--- config.mk ---
export PLATFORM = sky130hd
export DESIGN_NAME = axi_burst_master
export DESIGN_NICKNAME = d
export VERILOG_FILES = /design/src/rtl/axi_burst_master.sv
export SDC_FILE = /design/constraint.sdc
export NUM_CORES = 1
export LEC_CHECK = 0
export BUFFER_PORTS_ARGS = -buffer_cell sky130_fd_sc_hd__buf_2
export CAP_MARGIN = 0
export CORE_MARGIN = 3
export CORE_UTILIZATION = 36
export CTS_CLUSTER_DIAMETER = 40
export DETAILED_ROUTE_END_ITERATION = 16
export PLACE_DENSITY = 0.79
export SLEW_MARGIN = 20
export SYNTH_ARGS = -nofsm -noshare
export SYNTH_HDL_FRONTEND = slang
export SYNTH_SLANG_ARGS = --single-unit
export TNS_END_PERCENT = 30
--- constraint.sdc ---
create_clock -name ACLK -period 2.05 [get_ports ACLK]
set_clock_uncertainty 0.2 [all_clocks]
set_input_delay 0.205 -clock ACLK [delete_from_list [all_inputs] [get_ports ACLK]]
set_output_delay 0.205 -clock ACLK [all_outputs]
set_load 0.03 [all_outputs]
--- src/rtl/axi_burst_master.sv ---
// Single-command AXI-style burst initiator: one INCR/FIXED write or read burst
// at a time, with client-side write/read streams and a done/err status pulse.
module axi_burst_master #(
  parameter int ADDR_WIDTH = 16,
  parameter int DATA_WIDTH = 32
) (
  input  logic                  ACLK,
  input  logic                  ARESETn,
  input  logic                  cmd_valid,
  output logic                  cmd_ready,
  input  logic                  cmd_write,
  input  logic [ADDR_WIDTH-1:0] cmd_addr,
  input  logic [7:0]            cmd_len,
  input  logic                  cmd_burst,
  input  logic [DATA_WIDTH-1:0] wd_data,
  input  logic                  wd_valid,
  output logic                  wd_ready,
  output logic [DATA_WIDTH-1:0] rd_data,
  output logic                  rd_valid,
  output logic                  rd_last,
  input  logic                  rd_ready,
  output logic                  done,
  output logic                  err,
  output logic                  AWVALID,
  input  logic                  AWREADY,
  output logic [ADDR_WIDTH-1:0] AWADDR,
  output logic                  AWBURST,
  output logic [7:0]            AWLEN,
  output logic                  WVALID,
  input  logic                  WREADY,
  output logic [DATA_WIDTH-1:0] WDATA,
  output logic                  WLAST,
  input  logic                  BVALID,
  output logic                  BREADY,
  input  logic [1:0]            BRESP,
  output logic                  ARVALID,
  input  logic                  ARREADY,
  output logic [ADDR_WIDTH-1:0] ARADDR,
  output logic                  ARBURST,
  output logic [7:0]            ARLEN,
  input  logic                  RVALID,
  output logic                  RREADY,
  input  logic [DATA_WIDTH-1:0] RDATA,
  input  logic [1:0]            RRESP,
  input  logic                  RLAST
);

  typedef enum logic [2:0] {IDLE, AW, W, B, AR, R, DONE} state_t;

  state_t                state, state_nxt;
  logic [ADDR_WIDTH-1:0] addr_q;
  logic [7:0]            len_q;
  logic [7:0]            cnt_q;
  logic                  burst_q;
  logic                  err_q;
  logic                  is_last;
  logic                  w_hs;
  logic                  r_hs;

  assign is_last = (cnt_q == len_q - 8'd1);
  assign w_hs    = (state == W) && wd_valid && WREADY;
  assign r_hs    = (state == R) && RVALID && rd_ready;

  // The master only issues the start address; burst address generation is the slave's job.
  assign AWADDR  = addr_q;
  assign AWLEN   = len_q;
  assign AWBURST = burst_q;
  assign ARADDR  = addr_q;
  assign ARLEN   = len_q;
  assign ARBURST = burst_q;

  always_ff @(posedge ACLK or negedge ARESETn) begin
    if (!ARESETn) begin
      state   <= IDLE;
      addr_q  <= '0;
      len_q   <= '0;
      burst_q <= 1'b0;
      cnt_q   <= '0;
      err_q   <= 1'b0;
    end else begin
      state <= state_nxt;
      case (state)
        IDLE: if (cmd_valid) begin
          addr_q  <= cmd_addr;
          len_q   <= cmd_len;
          burst_q <= cmd_burst;
          cnt_q   <= '0;
          err_q   <= (cmd_len == 8'd0);
        end
        W: if (w_hs) cnt_q <= cnt_q + 8'd1;
        B: if (BVALID) err_q <= err_q | (BRESP != 2'b00);
        // A RLAST that disagrees with our own beat count is flagged but never shortens the burst.
        R: if (r_hs) begin
          cnt_q <= cnt_q + 8'd1;
          err_q <= err_q | (RRESP != 2'b00) | (RLAST != is_last);
        end
        default: ;
      endcase
    end
  end

  always_comb begin
    state_nxt = state;
    cmd_ready = 1'b0;
    AWVALID   = 1'b0;
    WVALID    = 1'b0;
    WDATA     = '0;
    WLAST     = 1'b0;
    wd_ready  = 1'b0;
    BREADY    = 1'b0;
    ARVALID   = 1'b0;
    RREADY    = 1'b0;
    rd_valid  = 1'b0;
    rd_data   = '0;
    rd_last   = 1'b0;
    done      = 1'b0;
    err       = 1'b0;
    case (state)
      IDLE: begin
        cmd_ready = 1'b1;
        if (cmd_valid) state_nxt = (cmd_len == 8'd0) ? DONE : (cmd_write ? AW : AR);
      end
      AW: begin
        AWVALID = 1'b1;
        if (AWREADY) state_nxt = W;
      end
      W: begin
        WVALID   = wd_valid;
        WDATA    = wd_data;
        wd_ready = WREADY;
        WLAST    = is_last;
        if (w_hs && is_last) state_nxt = B;
      end
      B: begin
        BREADY = 1'b1;
        if (BVALID) state_nxt = DONE;
      end
      AR: begin
        ARVALID = 1'b1;
        if (ARREADY) state_nxt = R;
      end
      R: begin
        RREADY   = rd_ready;
        rd_valid = RVALID;
        rd_data  = RDATA;
        rd_last  = is_last;
        if (r_hs && is_last) state_nxt = DONE;
      end
      DONE: begin
        done      = 1'b1;
        err       = err_q;
        state_nxt = IDLE;
      end
      default: state_nxt = IDLE;
    endcase
  end

endmodule

==> results of run 1 <==
-- state kept, by name (all words and copies together), names as in the netlist --
register,flops
state,3
ARBURST,1
err_q,1
ARADDR,16
ARLEN,8
cnt_q,8
-- power groups by stage --
stage                     clock network (mW)  logic [mW]  registers (mW)
after CTS                              0.754        5.87            1.42
after detailed placement                   0        5.16            1.44
after global placement                     0        5.07            1.41
after global routing                   0.806        7.33            1.50
final                                  0.751        6.99            1.46
after floorplan                            0        3.19            1.90
-- cell type report --
cell class                 count  share of cell area (%)
tap                           99                    2.15
clock inverter                 3                    1.13
multi-input combinational    221                    33.3
clock buffer                   5                    1.20
timing repair buffer         332                    45.6
antenna                        1                  0.0435
sequential                    37                    16.2
inverter                       5                   0.326
-- final timing paths --
| path | startpoint | end | slack [ns] | cells past startpoint |
|---|---|---|---|---|
| max | ARLEN[2]$_DFFE_PN0P_ | rd_last | -0.47 | 7 |
| min | RLAST | err_q$_DFFE_PN0P_ | 0.11 | 3 |
| max in group asynchronous | ARESETn | ARLEN[2]$_DFFE_PN0P_ | 0.98 | 3 |
| min in group asynchronous | ARESETn | cnt_q[5]$_DFFE_PN0P_ | 0.19 | 2 |
| min reg2reg | ARADDR[5]$_DFFE_PN0P_ | ARADDR[5]$_DFFE_PN0P_ | 0.33 | 1 |
| max reg2reg | ARLEN[2]$_DFFE_PN0P_ | err_q$_DFFE_PN0P_ | -0.19 | 7 |
-- layer usage --
metal,global-route usage [%],up-vias,wire length (µm)
li1,-,1612,-
met2,46.8,205,7290
met1,26.6,1727,4710
met5,0,-,0
met4,7.34,0,415
met3,7.45,31,1280
-- worst max-delay path, stage by stage (launching register included) --
cell and delay, ns:
sky130_fd_sc_hd__dfrtp_2 0.48, sky130_fd_sc_hd__nor4_4 0.40, sky130_fd_sc_hd__nand2_1 0.12, sky130_fd_sc_hd__o31a_1 0.32, sky130_fd_sc_hd__nand2_1 0.16, sky130_fd_sc_hd__nand2_2 0.11, sky130_fd_sc_hd__nor2_4 0.11, sky130_fd_sc_hd__buf_6 0.13
-- cell usage after synthesis, drive strengths merged (4+ instances only) --
| cell type | number |
|---|---|
| nand2 | 13 |
| xnor2 | 6 |
| o21ai | 10 |
| xor2 | 7 |
| nor3 | 4 |
| nand3 | 6 |
| nor2b | 4 |
| dfrtp | 37 |
| inv | 5 |
| clkbuf | 12 |
| and3 | 7 |
| a21oi | 8 |
| nor4 | 6 |
| buf | 32 |
| nand3b | 4 |
| mux2 | 23 |
| nor2 | 17 |
| and2 | 70 |
-- kinds of logic after synthesis --
group	after synthesis
multiplexers	24
flip-flops	37
AND/OR/NAND/NOR	142
AO/OA/AOI/OAI	40
buffers and inverters	49
adder cells (fa/ha/maj)	2
XOR/XNOR	13
-- metrics by stage --
| stage | hold slack, ns | instances |
|---|---|---|
| final | 0.107 | 703 |
| after global routing | 0.122 | 703 |
| after CTS | 0.101 | 687 |
| after detailed placement | -0.0331 | 637 |
| after global placement | -0.0402 | 637 |
| after floorplan | -0.291 | 307 |
-- what timing repair did --
item | 4_1_cts | 5_1_grt
cloned | 3 | 6
pin swaps | 8 | 41
hold endpoints to repair | 62 | 0
hold buffers | 26 | 0
buffers inserted | 13 | 11
endpoints found under the setup margin | 73 | 106
resized for setup | 91 | 182
==> tab_implementation.tex, run 1 <==
\begin{tabular}{lr}
\hline
Metric & Value \\
\hline
\multicolumn{2}{l}{\textbf{Yosys}} \\
Total nets after synthesis & 414 \\
Number of synthesized flops with an enable pin & 0 \\
Adder-cell area share of the yosys netlist & 0.900\% \\
Warning count from the yosys run & 0 \\
Distinct cell type count after synthesis & 48 \\
Leading cell types by total area after synthesis & sky130\_fd\_sc\_hd\_\_dfrtp\_1, sky130\_fd\_sc\_hd\_\_and2\_1, sky130\_fd\_sc\_hd\_\_mux2\_2 \\
Post-synthesis share of cell area spent on xor and xnor gates & 4.10\% \\
Compound-cell area share of the yosys netlist & a little over a tenth \\
Yosys top cell area share & approximately a third \\
Largest family of logic cells by synthesized area & simple AND/OR/NAND/NOR gates \\
Post-synth design cell area & 2780 µm² \\
Share of cell area taken by muxes after synthesis & 9.68\% \\
Sequential-to-total area share from yosys stat & 33.3\% \\
Register bit total from synthesis & 37 \\
Synthesized area per cell & around 9.1 µm² \\
FFs w/ async S/R, synth & between 90\% and 100\% \\
Dominant register cell in the synthesized netlist & sky130\_fd\_sc\_hd\_\_dfrtp\_1 \\
Cell type with the highest aggregate area in the netlist & sky130\_fd\_sc\_hd\_\_dfrtp\_1 \\
Simple-Gate Fraction of Synth Area & slightly above 30\% \\
Post-synthesis cell count & 307 \\
\multicolumn{2}{l}{\textbf{Layout}} \\
P\&R area growth vs syn & 107\% \\
Highest-count cells in the layout ignoring fill and taps & sky130\_fd\_sc\_hd\_\_buf\_2, sky130\_fd\_sc\_hd\_\_buf\_6, sky130\_fd\_sc\_hd\_\_buf\_4 \\
Most frequent standard cell in the layout excluding fill and tap cells & sky130\_fd\_sc\_hd\_\_buf\_2 \\
Register cell area after layout & slightly above 900 µm² \\
Fill cell instance count of the final layout & around 500 \\
Final standard cell area without fillers & 5760 µm² \\
Nets & 709 \\
Share of cells above drive strength 1 & 70.0\% \\
Post-route core utilization & between 70\% and 80\% \\
Multi-input logic area & 1920 µm² \\
\multicolumn{2}{l}{\textbf{Global routing}} \\
Overall routing resource usage & around 25\% \\
First-pass GRT wire length & 17.2 mm \\
GRT Residual Overflow & 0 \\
Via count of the first global-routing pass & roughly 3400 \\
Maximum number of pins on one net before global-route repair & 25 \\
Number of antenna violations at the first check in global routing & 1 \\
\multicolumn{2}{l}{\textbf{Clock network}} \\
Clock tree from TritonCTS & built \\
Maximum clock path buffer count & 2 \\
Total number of H-tree levels & 2 \\
Insertion delay of the later-clocked pin in the worst-skew pair & 0.29 ns \\
Clock buffers created by TritonCTS & 5 \\
Sink count of the clock tree & 37 \\
Post-CTS clock slew at the launch and capture registers of the worst setup and hold paths & $\sim$0.08 ns \\
CTS Root Buffer Type & sky130\_fd\_sc\_hd\_\_clkbuf\_8 \\
\multicolumn{2}{l}{\textbf{Detailed routing}} \\
Vias & 3575 \\
Routed length per placed instance & between 15 and 20 µm \\
Remaining routing DRC violations & 0 \\
Drt first-iter violations & 117 \\
DR pass1 iterations & 4 \\
Drt total wl & 13.7 mm \\
Detailed-route vias per instance & 5.09 \\
DRT antenna net count & 0 \\
\multicolumn{2}{l}{\textbf{Power}} \\
Internal power consumption & approximately 4.8 mW \\
Power density relative to cell area & between 1500 and 2000 nW/µm² \\
Final Power & about 9.2 mW \\
Share of total power in sequential cells & 15.9\% \\
Leak pwr & slightly below 3 nW \\
Worst-case vdd ir drop & 0.664 mV \\
P\_sw & between 4 and 5 mW \\
Clock group share of total power & under 10\% \\
Gate power share & 76.0\% \\
Switching fraction of total power & 48.2\% \\
\multicolumn{2}{l}{\textbf{Critical path}} \\
CP Launch Type & register \\
Biggest fanout along the worst timing path & 7 \\
Data arrival time at the worst-slack endpoint & 2.12 ns \\
Critical Path Sink Type & primary output \\
Critical Path RT & 1.64 ns \\
Setup CP Type & register to primary output \\
\multicolumn{2}{l}{\textbf{Placed design}} \\
Worst Setup Slack post-DPL & -0.250 ns \\
Detailed-placement wirelength estimate & around 8.6 mm \\
Cell area after placement & around 4200 µm² \\
Weighted congestion reported at the end of routability-driven placement & approximately 0.9 \\
Number of buffer cells added on primary ports & 230 \\
\multicolumn{2}{l}{\textbf{STA}} \\
Fin crit share & 123\% \\
Slew Viols, Final & 0 \\
Fin crit period & around 2.5 ns \\
Hold Violations, Final & 0 \\
Achievable clock frequency & around 400 MHz \\
Final setup violation count & 70 \\
Final total negative setup slack & -6.78 ns \\
Worst slew margin & 66.4\% \\
Setup repair after global routing missed its margin & yes \\
Transition time at the pin with the least slew margin & 0.500 ns \\
Smallest setup slack after layout & -0.471 ns \\
\multicolumn{2}{l}{\textbf{Floorplanning}} \\
Number of primary I/O pins & 231 \\
Die Wd & 93.9 µm \\
Die height & 93.9 µm \\
Starting density of the core & 37.7\% \\
FP Rows & 31 \\
Total Die Area & 8810 µm² \\
CORE AREA & between 7000 and 8000 µm² \\
\multicolumn{2}{l}{\textbf{Status}} \\
Run status & complete, but fails checks \\
Violated checks & setup timing \\
\multicolumn{2}{l}{\textbf{Run}} \\
Max-cap check violation count & 0 \\
\multicolumn{2}{l}{\textbf{Worst hold path}} \\
Type of the most critical hold path & input pin to register \\
\hline
\end{tabular}
(Power assumes the default switching activity.)
==> run 2, diff against run 1 <==
--- a/config.mk
+++ b/config.mk
@@ -5,13 +5,14 @@
 export SDC_FILE = /design/constraint.sdc
 export NUM_CORES = 1
 export LEC_CHECK = 0
+export ABC_AREA = 1
 export BUFFER_PORTS_ARGS = -buffer_cell sky130_fd_sc_hd__buf_2
 export CAP_MARGIN = 0
 export CORE_MARGIN = 3
 export CORE_UTILIZATION = 36
 export CTS_CLUSTER_DIAMETER = 40
 export DETAILED_ROUTE_END_ITERATION = 16
-export PLACE_DENSITY = 0.79
+export PLACE_DENSITY = 0.77
 export SLEW_MARGIN = 20
 export SYNTH_ARGS = -nofsm -noshare
 export SYNTH_HDL_FRONTEND = slang
==> tab_implementation.tex, run 2 <==
\begin{tabular}{lr}
\hline
Metric & Value \\
\hline
\multicolumn{2}{l}{\textbf{Status}} \\
Run status & complete, but fails checks \\
Violated checks & setup timing \\
\multicolumn{2}{l}{\textbf{STA}} \\
Fin crit period & 2.31 ns (-0.212 ns) \\
Setup repair after global routing missed its margin & yes \\
Transition time at the pin with the least slew margin & 0.835 ns (+0.335 ns) \\
WHS & 0.0584 ns (-0.0490 ns) \\
Final total negative setup slack & -0.851 ns (+5.92 ns) \\
Fin crit share & 113\% (-10 points) \\
Achievable clock frequency & 433 MHz (+9.2\%) \\
Hold Violations, Final & 0 (unchanged) \\
Final setup violation count & 6 (-91\%) \\
Smallest setup slack after layout & -0.259 ns (+0.212 ns) \\
Slew Viols, Final & 0 (unchanged) \\
Worst slew margin & 44.4\% (-22 points) \\
\multicolumn{2}{l}{\textbf{Critical path}} \\
CP Launch Type & register \\
Critical Path RT & 1.64 ns (about the same) \\
Minimum setup slack among reg-to-reg paths & -0.13 ns (+0.06 ns) \\
Critical Path Sink Type & primary output \\
Setup CP Type & register to primary output \\
Termination of the worst setup path & WLAST \\
Biggest fanout along the worst timing path & 4 (-3) \\
Worst reg2reg path startpoint & ARLEN[0]\$\_DFFE\_PN0P\_ \\
Endpoint of the worst-slack reg-to-reg timing path & state[0]\$\_DFFE\_PN0P\_ \\
FF-to-FF path depth & 14 (+7) \\
Data arrival time at the worst-slack endpoint & 1.90 ns (-0.22 ns) \\
Critical Path Start & ARLEN[0]\$\_DFFE\_PN0P\_ \\
\multicolumn{2}{l}{\textbf{Clock network}} \\
Insertion delay of the later-clocked pin in the worst-skew pair & 0.30 ns (about the same) \\
Total number of H-tree levels & 2 (unchanged) \\
CTS Root Buffer Type & sky130\_fd\_sc\_hd\_\_clkbuf\_8 \\
Clock tree from TritonCTS & built \\
Clock buffers created by TritonCTS & 5 (unchanged) \\
Sink count of the clock tree & 37 (unchanged) \\
Post-CTS clock slew at the launch and capture registers of the worst setup and hold paths & 0.08 ns (about the same) \\
Maximum clock path buffer count & 2 (unchanged) \\
\multicolumn{2}{l}{\textbf{Detailed routing}} \\
Detailed-route vias per instance & 4.45 (-13\%) \\
DR pass1 iterations & 4 (unchanged) \\
Drt total wl & 10.4 mm (-24\%) \\
Routed length per placed instance & 12.6 µm (-35\%) \\
Drt first-iter violations & 170 (+45\%) \\
DRT antenna net count & 0 (unchanged) \\
Remaining routing DRC violations & 0 (unchanged) \\
Highest layer used for signal routing & met4 \\
Met1 wire length & 4.20 mm (-11\%) \\
Vias & 3668 (+2.6\%) \\
Met3 wire length & 533 µm (-58\%) \\
Wire length on met2 & 5.47 mm (-25\%) \\
\multicolumn{2}{l}{\textbf{Yosys}} \\
Most instantiated cells after synthesis & sky130\_fd\_sc\_hd\_\_nand2\_1, sky130\_fd\_sc\_hd\_\_inv\_1, sky130\_fd\_sc\_hd\_\_nor2\_1 \\
Number of synthesized flops with an enable pin & 0 (unchanged) \\
FFs w/ async S/R, synth & 100\% (unchanged) \\
Leading cell types by total area after synthesis & sky130\_fd\_sc\_hd\_\_dfrtp\_1, sky130\_fd\_sc\_hd\_\_nand2\_1, sky130\_fd\_sc\_hd\_\_inv\_1 \\
Sequential-to-total area share from yosys stat & 31.7\% (-1.6 points) \\
Post-synth design cell area & 2920 µm² (+5.1\%) \\
Cell type with the highest aggregate area in the netlist & sky130\_fd\_sc\_hd\_\_dfrtp\_1 \\
Most frequently used cell type in the post-synthesis netlist & sky130\_fd\_sc\_hd\_\_nand2\_1 \\
Synthesized area per cell & 6.08 µm² (-33\%) \\
Register bit total from synthesis & 37 (unchanged) \\
Post-synthesis cell count & 480 (+56\%) \\
Yosys top cell area share & 31.7\% (-1.6 points) \\
Total nets after synthesis & 587 (+42\%) \\
Warning count from the yosys run & 0 (unchanged) \\
Dominant register cell in the synthesized netlist & sky130\_fd\_sc\_hd\_\_dfrtp\_1 \\
Distinct cell type count after synthesis & 34 (-29\%) \\
\multicolumn{2}{l}{\textbf{Global routing}} \\
First-pass GRT wire length & 15.6 mm (-9.2\%) \\
Number of antenna violations at the first check in global routing & 0 (-1) \\
Overall routing resource usage & 21.4\% (-3.6 points) \\
GRT Residual Overflow & 0 (unchanged) \\
Maximum number of pins on one net before global-route repair & 38 (+52\%) \\
Via count of the first global-routing pass & 3401 (+1.0\%) \\
\multicolumn{2}{l}{\textbf{Layout}} \\
Number of flip-flops in the largest register & 16 (unchanged) \\
Highest-count cells in the layout ignoring fill and taps & sky130\_fd\_sc\_hd\_\_buf\_2, sky130\_fd\_sc\_hd\_\_nand2\_1, sky130\_fd\_sc\_hd\_\_inv\_1 \\
Antenna diodes & 0 (-1) \\
Nets & 829 (+17\%) \\
Final standard cell area without fillers & 4650 µm² (-19\%) \\
Register cell area after layout & 932 µm² (unchanged) \\
Multi-input logic area & 1450 µm² (-24\%) \\
P\&R area growth vs syn & 59.3\% \\
Fill cell instance count of the final layout & 716 (+46\%) \\
Share of cells above drive strength 1 & 42.6\% (-27 points) \\
Most frequent standard cell in the layout excluding fill and tap cells & sky130\_fd\_sc\_hd\_\_buf\_2 \\
Post-route core utilization & 59.6\% (-19 points) \\
\multicolumn{2}{l}{\textbf{Floorplanning}} \\
Die height & 96.1 µm (+2.3\%) \\
Total Die Area & 9230 µm² (+4.8\%) \\
FP Rows & 32 (+3.2\%) \\
Number of primary I/O pins & 231 (unchanged) \\
Starting density of the core & 37.4\% (-0.30 points) \\
Die Wd & 96.1 µm (+2.3\%) \\
CORE AREA & 7810 µm² (+5.9\%) \\
\multicolumn{2}{l}{\textbf{Power}} \\
Internal power consumption & 2.97 mW (-38\%) \\
Share of total power in sequential cells & 19.7\% (+3.8 points) \\
P\_sw & 4.01 mW (-9.6\%) \\
Gate power share & 70.6\% (-5.4 points) \\
Leak pwr & 3.00 nW (+3.4\%) \\
Clock group share of total power & 9.6\% (+1.4 points) \\
Worst-case vdd ir drop & 0.708 mV (+6.6\%) \\
Switching fraction of total power & 57.5\% (+9.3 points) \\
Power density relative to cell area & 1500 nW/µm² (-6.2\%) \\
\multicolumn{2}{l}{\textbf{Run}} \\
Max-cap check violation count & 0 (unchanged) \\
\multicolumn{2}{l}{\textbf{Worst hold path}} \\
Type of the most critical hold path & input pin to register \\
\multicolumn{2}{l}{\textbf{Placed design}} \\
Detailed-placement wirelength estimate & 7.79 mm (-9.7\%) \\
Weighted congestion reported at the end of routability-driven placement & 0.842 (-7.4\%) \\
Number of buffer cells added on primary ports & 230 (unchanged) \\
Cell area after placement & 4060 µm² (-3.4\%) \\
\hline
\end{tabular}
==> run 2: cell types whose count changed after synthesis, moves of 14 or more <==
cell                      delta
sky130_fd_sc_hd__nor2_1     +76
sky130_fd_sc_hd__inv_1      +97
sky130_fd_sc_hd__and2_1     -69
sky130_fd_sc_hd__nand3_1    +14
sky130_fd_sc_hd__nand2_1   +108
sky130_fd_sc_hd__mux2_2     -23
==> run 2: worst min path at each step <==
stage	from	endpoint	slack, ns	cells past startpoint
2_1_floorplan	ARESETn	ARADDR[0]$_DFFE_PN0P_	-0.29	0
6_report	RLAST	err_q$_DFFE_PN0P_	0.06	5
3_5_place_dp	ARESETn	ARBURST$_DFFE_PN0P_	0.16	1
5_1_grt	RLAST	err_q$_DFFE_PN0P_	0.07	5
3_3_place_gp	ARESETn	ARBURST$_DFFE_PN0P_	0.15	1
4_1_cts	RLAST	err_q$_DFFE_PN0P_	0.07	5
==> run 2: what timing repair did <==
| action | 4_1_cts | 5_1_grt |
|---|---|---|
| hold endpoints to repair | 62 | 0 |
| hold buffers | 26 | 0 |
| setup endpoints to repair | 71 | 73 |
| buffers inserted | 4 | 4 |
| gates resized for setup | 18 | 26 |
| pin swaps | 7 | 5 |
==> run 2: cell type report <==
cell class,count,area share (%)
repair buffers,275,34.8
multi-input cells,296,31.1
flip-flops and latches,37,20.0
inverters,107,8.71
well taps,102,2.74
clock buffers,6,1.78
clock inverters,2,0.807
==> run 2: cell families after synthesis <==
family                     count (synthesis)  synth area share, %
DFF                                       37                 31.7
xor gates and xnor gates                   3                0.900
AOI/OAI and AO/OA                         29                 6.00
buffers and inverters                    147                 22.7
and+or+nand+nor                          262                 37.8
adders and majority gates                  2                0.857
==> run 2: critical path: stages, from the launching register on <==
cell and delay [ns]:
sky130_fd_sc_hd__dfrtp_2 0.43, sky130_fd_sc_hd__inv_4 0.07, sky130_fd_sc_hd__ha_4 0.14, sky130_fd_sc_hd__nand2_2 0.07, sky130_fd_sc_hd__nor2_2 0.12, sky130_fd_sc_hd__nand2_1 0.06, sky130_fd_sc_hd__nand2_1 0.07, sky130_fd_sc_hd__nand3_1 0.13
sky130_fd_sc_hd__nor2_4 0.17, sky130_fd_sc_hd__nand2_4 0.11, sky130_fd_sc_hd__nor2_4 0.12, sky130_fd_sc_hd__buf_6 0.13
==> run 2: power groups by stage <==
stage / logic (mW) / registers, mW / clock network, mW
2_1_floorplan: 3.08 / 1.77 / 0
3_3_place_gp: 4.40 / 1.37 / 0
3_5_place_dp: 4.47 / 1.38 / 0
4_1_cts: 4.65 / 1.38 / 0.684
5_1_grt: 5.34 / 1.42 / 0.719
6_report: 4.93 / 1.38 / 0.673
==> run 2: stage by stage <==
stage	setup slack (ns)	cells	power (mW)
2_1_floorplan	-0.0489	480	4.85
3_3_place_gp	-0.0245	784	5.77
3_5_place_dp	-0.0647	784	5.85
4_1_cts	-0.230	822	6.71
5_1_grt	-0.375	825	7.48
6_report	-0.259	825	6.98
==> run 2: layer usage <==
metal	up-vias	global-route usage, %
met5	-	0
met4	0	6.87
met3	23	3.36
met2	139	36.7
met1	1646	27.2
li1	1860	-
==> run 3, diff against run 2 <==
--- a/config.mk
+++ b/config.mk
@@ -13,6 +13,7 @@
 export CTS_CLUSTER_DIAMETER = 40
 export DETAILED_ROUTE_END_ITERATION = 16
 export PLACE_DENSITY = 0.77
+export SKIP_LAST_GASP = 1
 export SLEW_MARGIN = 20
 export SYNTH_ARGS = -nofsm -noshare
 export SYNTH_HDL_FRONTEND = slang
==> tab_implementation.tex, run 3 (synthesis gave the netlist of run 2 again) <==
\begin{tabular}{lr}
\hline
Metric & Value \\
\hline
\multicolumn{2}{l}{\textbf{Layout}} \\
Multi-input logic area & 1460 µm² (+0.52\%) \\
Fill cell instance count of the final layout & 716 (unchanged) \\
Nets & 828 (-0.12\%) \\
Most frequent standard cell in the layout excluding fill and tap cells & sky130\_fd\_sc\_hd\_\_buf\_2 \\
Final standard cell area without fillers & 4650 µm² (about the same) \\
Register cell area after layout & 932 µm² (unchanged) \\
Antenna diodes & 0 (unchanged) \\
Number of flip-flops in the largest register & 16 (unchanged) \\
Highest-count cells in the layout ignoring fill and taps & sky130\_fd\_sc\_hd\_\_buf\_2, sky130\_fd\_sc\_hd\_\_nand2\_1, sky130\_fd\_sc\_hd\_\_inv\_1 \\
P\&R area growth vs syn & 59.2\% (about the same) \\
Share of cells above drive strength 1 & 42.9\% (+0.34 points) \\
Post-route insts no fill & 824 (-0.12\%) \\
\multicolumn{2}{l}{\textbf{Critical path}} \\
Data arrival time at the worst-slack endpoint & 1.88 ns (-0.02 ns) \\
Critical Path, Cell by Cell & inv\_4 > ha\_4 > nand2\_2 > inv\_2 > nor2\_2 > nand2\_1 > nor2\_2 > nand2\_2 > nor2\_4 > nand2\_4 > nor2\_4 > buf\_6 \\
Slowest stage cell on the critical path & sky130\_fd\_sc\_hd\_\_dfrtp\_2 \\
Worst reg2reg path startpoint & ARLEN[0]\$\_DFFE\_PN0P\_ \\
Biggest fanout along the worst timing path & 3 (-1) \\
FF-to-FF path depth & 15 (+1) \\
Critical Path Sink Type & primary output \\
Setup CP Type & register to primary output \\
Minimum setup slack among reg-to-reg paths & -0.11 ns (+0.02 ns) \\
Critical Path RT & 1.64 ns (about the same) \\
Endpoint of the worst-slack reg-to-reg timing path & state[0]\$\_DFFE\_PN0P\_ \\
Stage delay of the slowest cell on the critical path & 0.43 ns (about the same) \\
CP Launch Type & register \\
\multicolumn{2}{l}{\textbf{Detailed routing}} \\
Drt total wl & 10.4 mm (about the same) \\
DRT antenna net count & 0 (unchanged) \\
DR pass1 iterations & 4 (unchanged) \\
Vias & 3690 (+0.60\%) \\
Remaining routing DRC violations & 0 (unchanged) \\
Routed length per placed instance & 12.6 µm (+0.16\%) \\
Drt first-iter violations & 165 (-2.9\%) \\
Detailed-route vias per instance & 4.48 (+0.72\%) \\
\multicolumn{2}{l}{\textbf{Floorplanning}} \\
FP Rows & 32 (unchanged) \\
Die height & 96.1 µm (unchanged) \\
Die Wd & 96.1 µm (unchanged) \\
Total Die Area & 9230 µm² (unchanged) \\
Starting density of the core & 37.4\% (unchanged) \\
Number of primary I/O pins & 231 (unchanged) \\
CORE AREA & 7810 µm² (unchanged) \\
\multicolumn{2}{l}{\textbf{STA}} \\
Achievable clock frequency & 437 MHz (+0.89\%) \\
Transition time at the pin with the least slew margin & 0.855 ns (+0.0202 ns) \\
Setup repair after global routing missed its margin & yes \\
Worst slew margin & 43.0\% (-1.3 points) \\
Hold Violations, Final & 0 (unchanged) \\
Final setup violation count & 8 (+2) \\
Slew Viols, Final & 0 (unchanged) \\
Smallest setup slack after layout & -0.238 ns (+0.0203 ns) \\
Fin crit period & 2.29 ns (-0.0203 ns) \\
Fin crit share & 112\% (-0.99 points) \\
\multicolumn{2}{l}{\textbf{Global routing}} \\
First-pass GRT wire length & 15.6 mm (+0.13\%) \\
Overall routing resource usage & 21.4\% (unchanged) \\
Via count of the first global-routing pass & 3408 (+0.21\%) \\
GRT Residual Overflow & 0 (unchanged) \\
Maximum number of pins on one net before global-route repair & 38 (unchanged) \\
Number of antenna violations at the first check in global routing & 0 (unchanged) \\
\multicolumn{2}{l}{\textbf{Placed design}} \\
Cell area after placement & 4060 µm² (unchanged) \\
Weighted congestion reported at the end of routability-driven placement & 0.842 (unchanged) \\
Cell count after placement & 784 (unchanged) \\
Detailed-placement wirelength estimate & 7.79 mm (unchanged) \\
Number of buffer cells added on primary ports & 230 (unchanged) \\
\multicolumn{2}{l}{\textbf{Status}} \\
Violated checks & setup timing \\
Run status & complete, but fails checks \\
\multicolumn{2}{l}{\textbf{Worst hold path}} \\
Worst Hold End & err\_q\$\_DFFE\_PN0P\_ \\
Hold path depth & 5 (unchanged) \\
Startpoint of the most critical hold path & RLAST \\
Type of the most critical hold path & input pin to register \\
\multicolumn{2}{l}{\textbf{Clock network}} \\
Sink count of the clock tree & 37 (unchanged) \\
CTS Root Buffer Type & sky130\_fd\_sc\_hd\_\_clkbuf\_8 \\
Maximum clock path buffer count & 2 (unchanged) \\
Insertion delay of the later-clocked pin in the worst-skew pair & 0.30 ns (about the same) \\
Post-CTS clock slew at the launch and capture registers of the worst setup and hold paths & 0.08 ns (about the same) \\
Clock buffers created by TritonCTS & 5 (unchanged) \\
Clock tree from TritonCTS & built \\
Total number of H-tree levels & 2 (unchanged) \\
\multicolumn{2}{l}{\textbf{Power}} \\
Power density relative to cell area & 1500 nW/µm² (+0.11\%) \\
Leak pwr & 3.00 nW (-0.12\%) \\
Worst-case vdd ir drop & 0.701 mV (-0.95\%) \\
\multicolumn{2}{l}{\textbf{Run}} \\
Max-cap check violation count & 0 (unchanged) \\
\hline
\end{tabular}
run 3: worst max-delay path: cells and delay by family (launching register included):
family / cells / cell delay [ns]
AND/OR/NAND/NOR: 8 / 0.74
flip-flops: 1 / 0.43
buffers and inverters: 3 / 0.23
adder cells (fa/ha/maj): 1 / 0.20
run 3: worst max path at each step:
stage	from	to	depth (start not counted)
floorplan	ARLEN[0]$_DFFE_PN0P_	state[0]$_DFFE_PN0P_	14
global placement	ARLEN[0]$_DFFE_PN0P_	WLAST	12
detailed placement	ARLEN[0]$_DFFE_PN0P_	state[1]$_DFFE_PN0P_	14
CTS	ARLEN[0]$_DFFE_PN0P_	WLAST	12
global route	ARLEN[0]$_DFFE_PN0P_	WLAST	12
finish	ARLEN[0]$_DFFE_PN0P_	WLAST	12
run 3: where the power goes:
group | internal [mW] | leakage [nW] | switching [mW]
Sequential | 1.04 | 0.464 | 0.340
Clock | 0.396 | 0.0574 | 0.277
Combinational | 1.53 | 2.48 | 3.40
run 3: timing repair:
item                                    4_1_cts  5_1_grt
hold buffers                                 26        0
pin swaps                                     6        9
gates resized for setup                      16       30
buffers inserted                              4        5
endpoints found under the setup margin       71       73
hold endpoints to repair                     62        0
run 3: cell type report:
cell class	instances	share of cell area (%)
tap	102	2.75
timing repair buffer	274	34.6
clock inverter	2	0.808
clock buffer	6	1.78
multi-input combinational	296	31.3
sequential	37	20.1
inverter	107	8.72
run 3: metal layers:
metal	global-route usage, %	share of wire [%]	up-vias
met2	36.8	53	145
met5	0	0	-
met3	3.36	5.4	28
met4	6.87	2.1	0
li1	-	-	1856
met1	27.2	40	1661
run 3: through the flow:
stage | setup WS [ns] | setup TNS, ns | hold WS [ns] | util (%) | total power, mW
finish | -0.238 | -0.793 | 0.0599 | 59.5 | 6.98
global route | -0.357 | -2.37 | 0.0707 | 59.5 | 7.48
CTS | -0.230 | -0.674 | 0.0696 | 57.9 | 6.70
detailed placement | -0.0647 | -0.212 | 0.163 | 52.0 | 5.85
global placement | -0.0245 | -0.0717 | 0.152 | 52.0 | 5.77
floorplan | -0.0489 | -0.0946 | -0.291 | - | 4.85
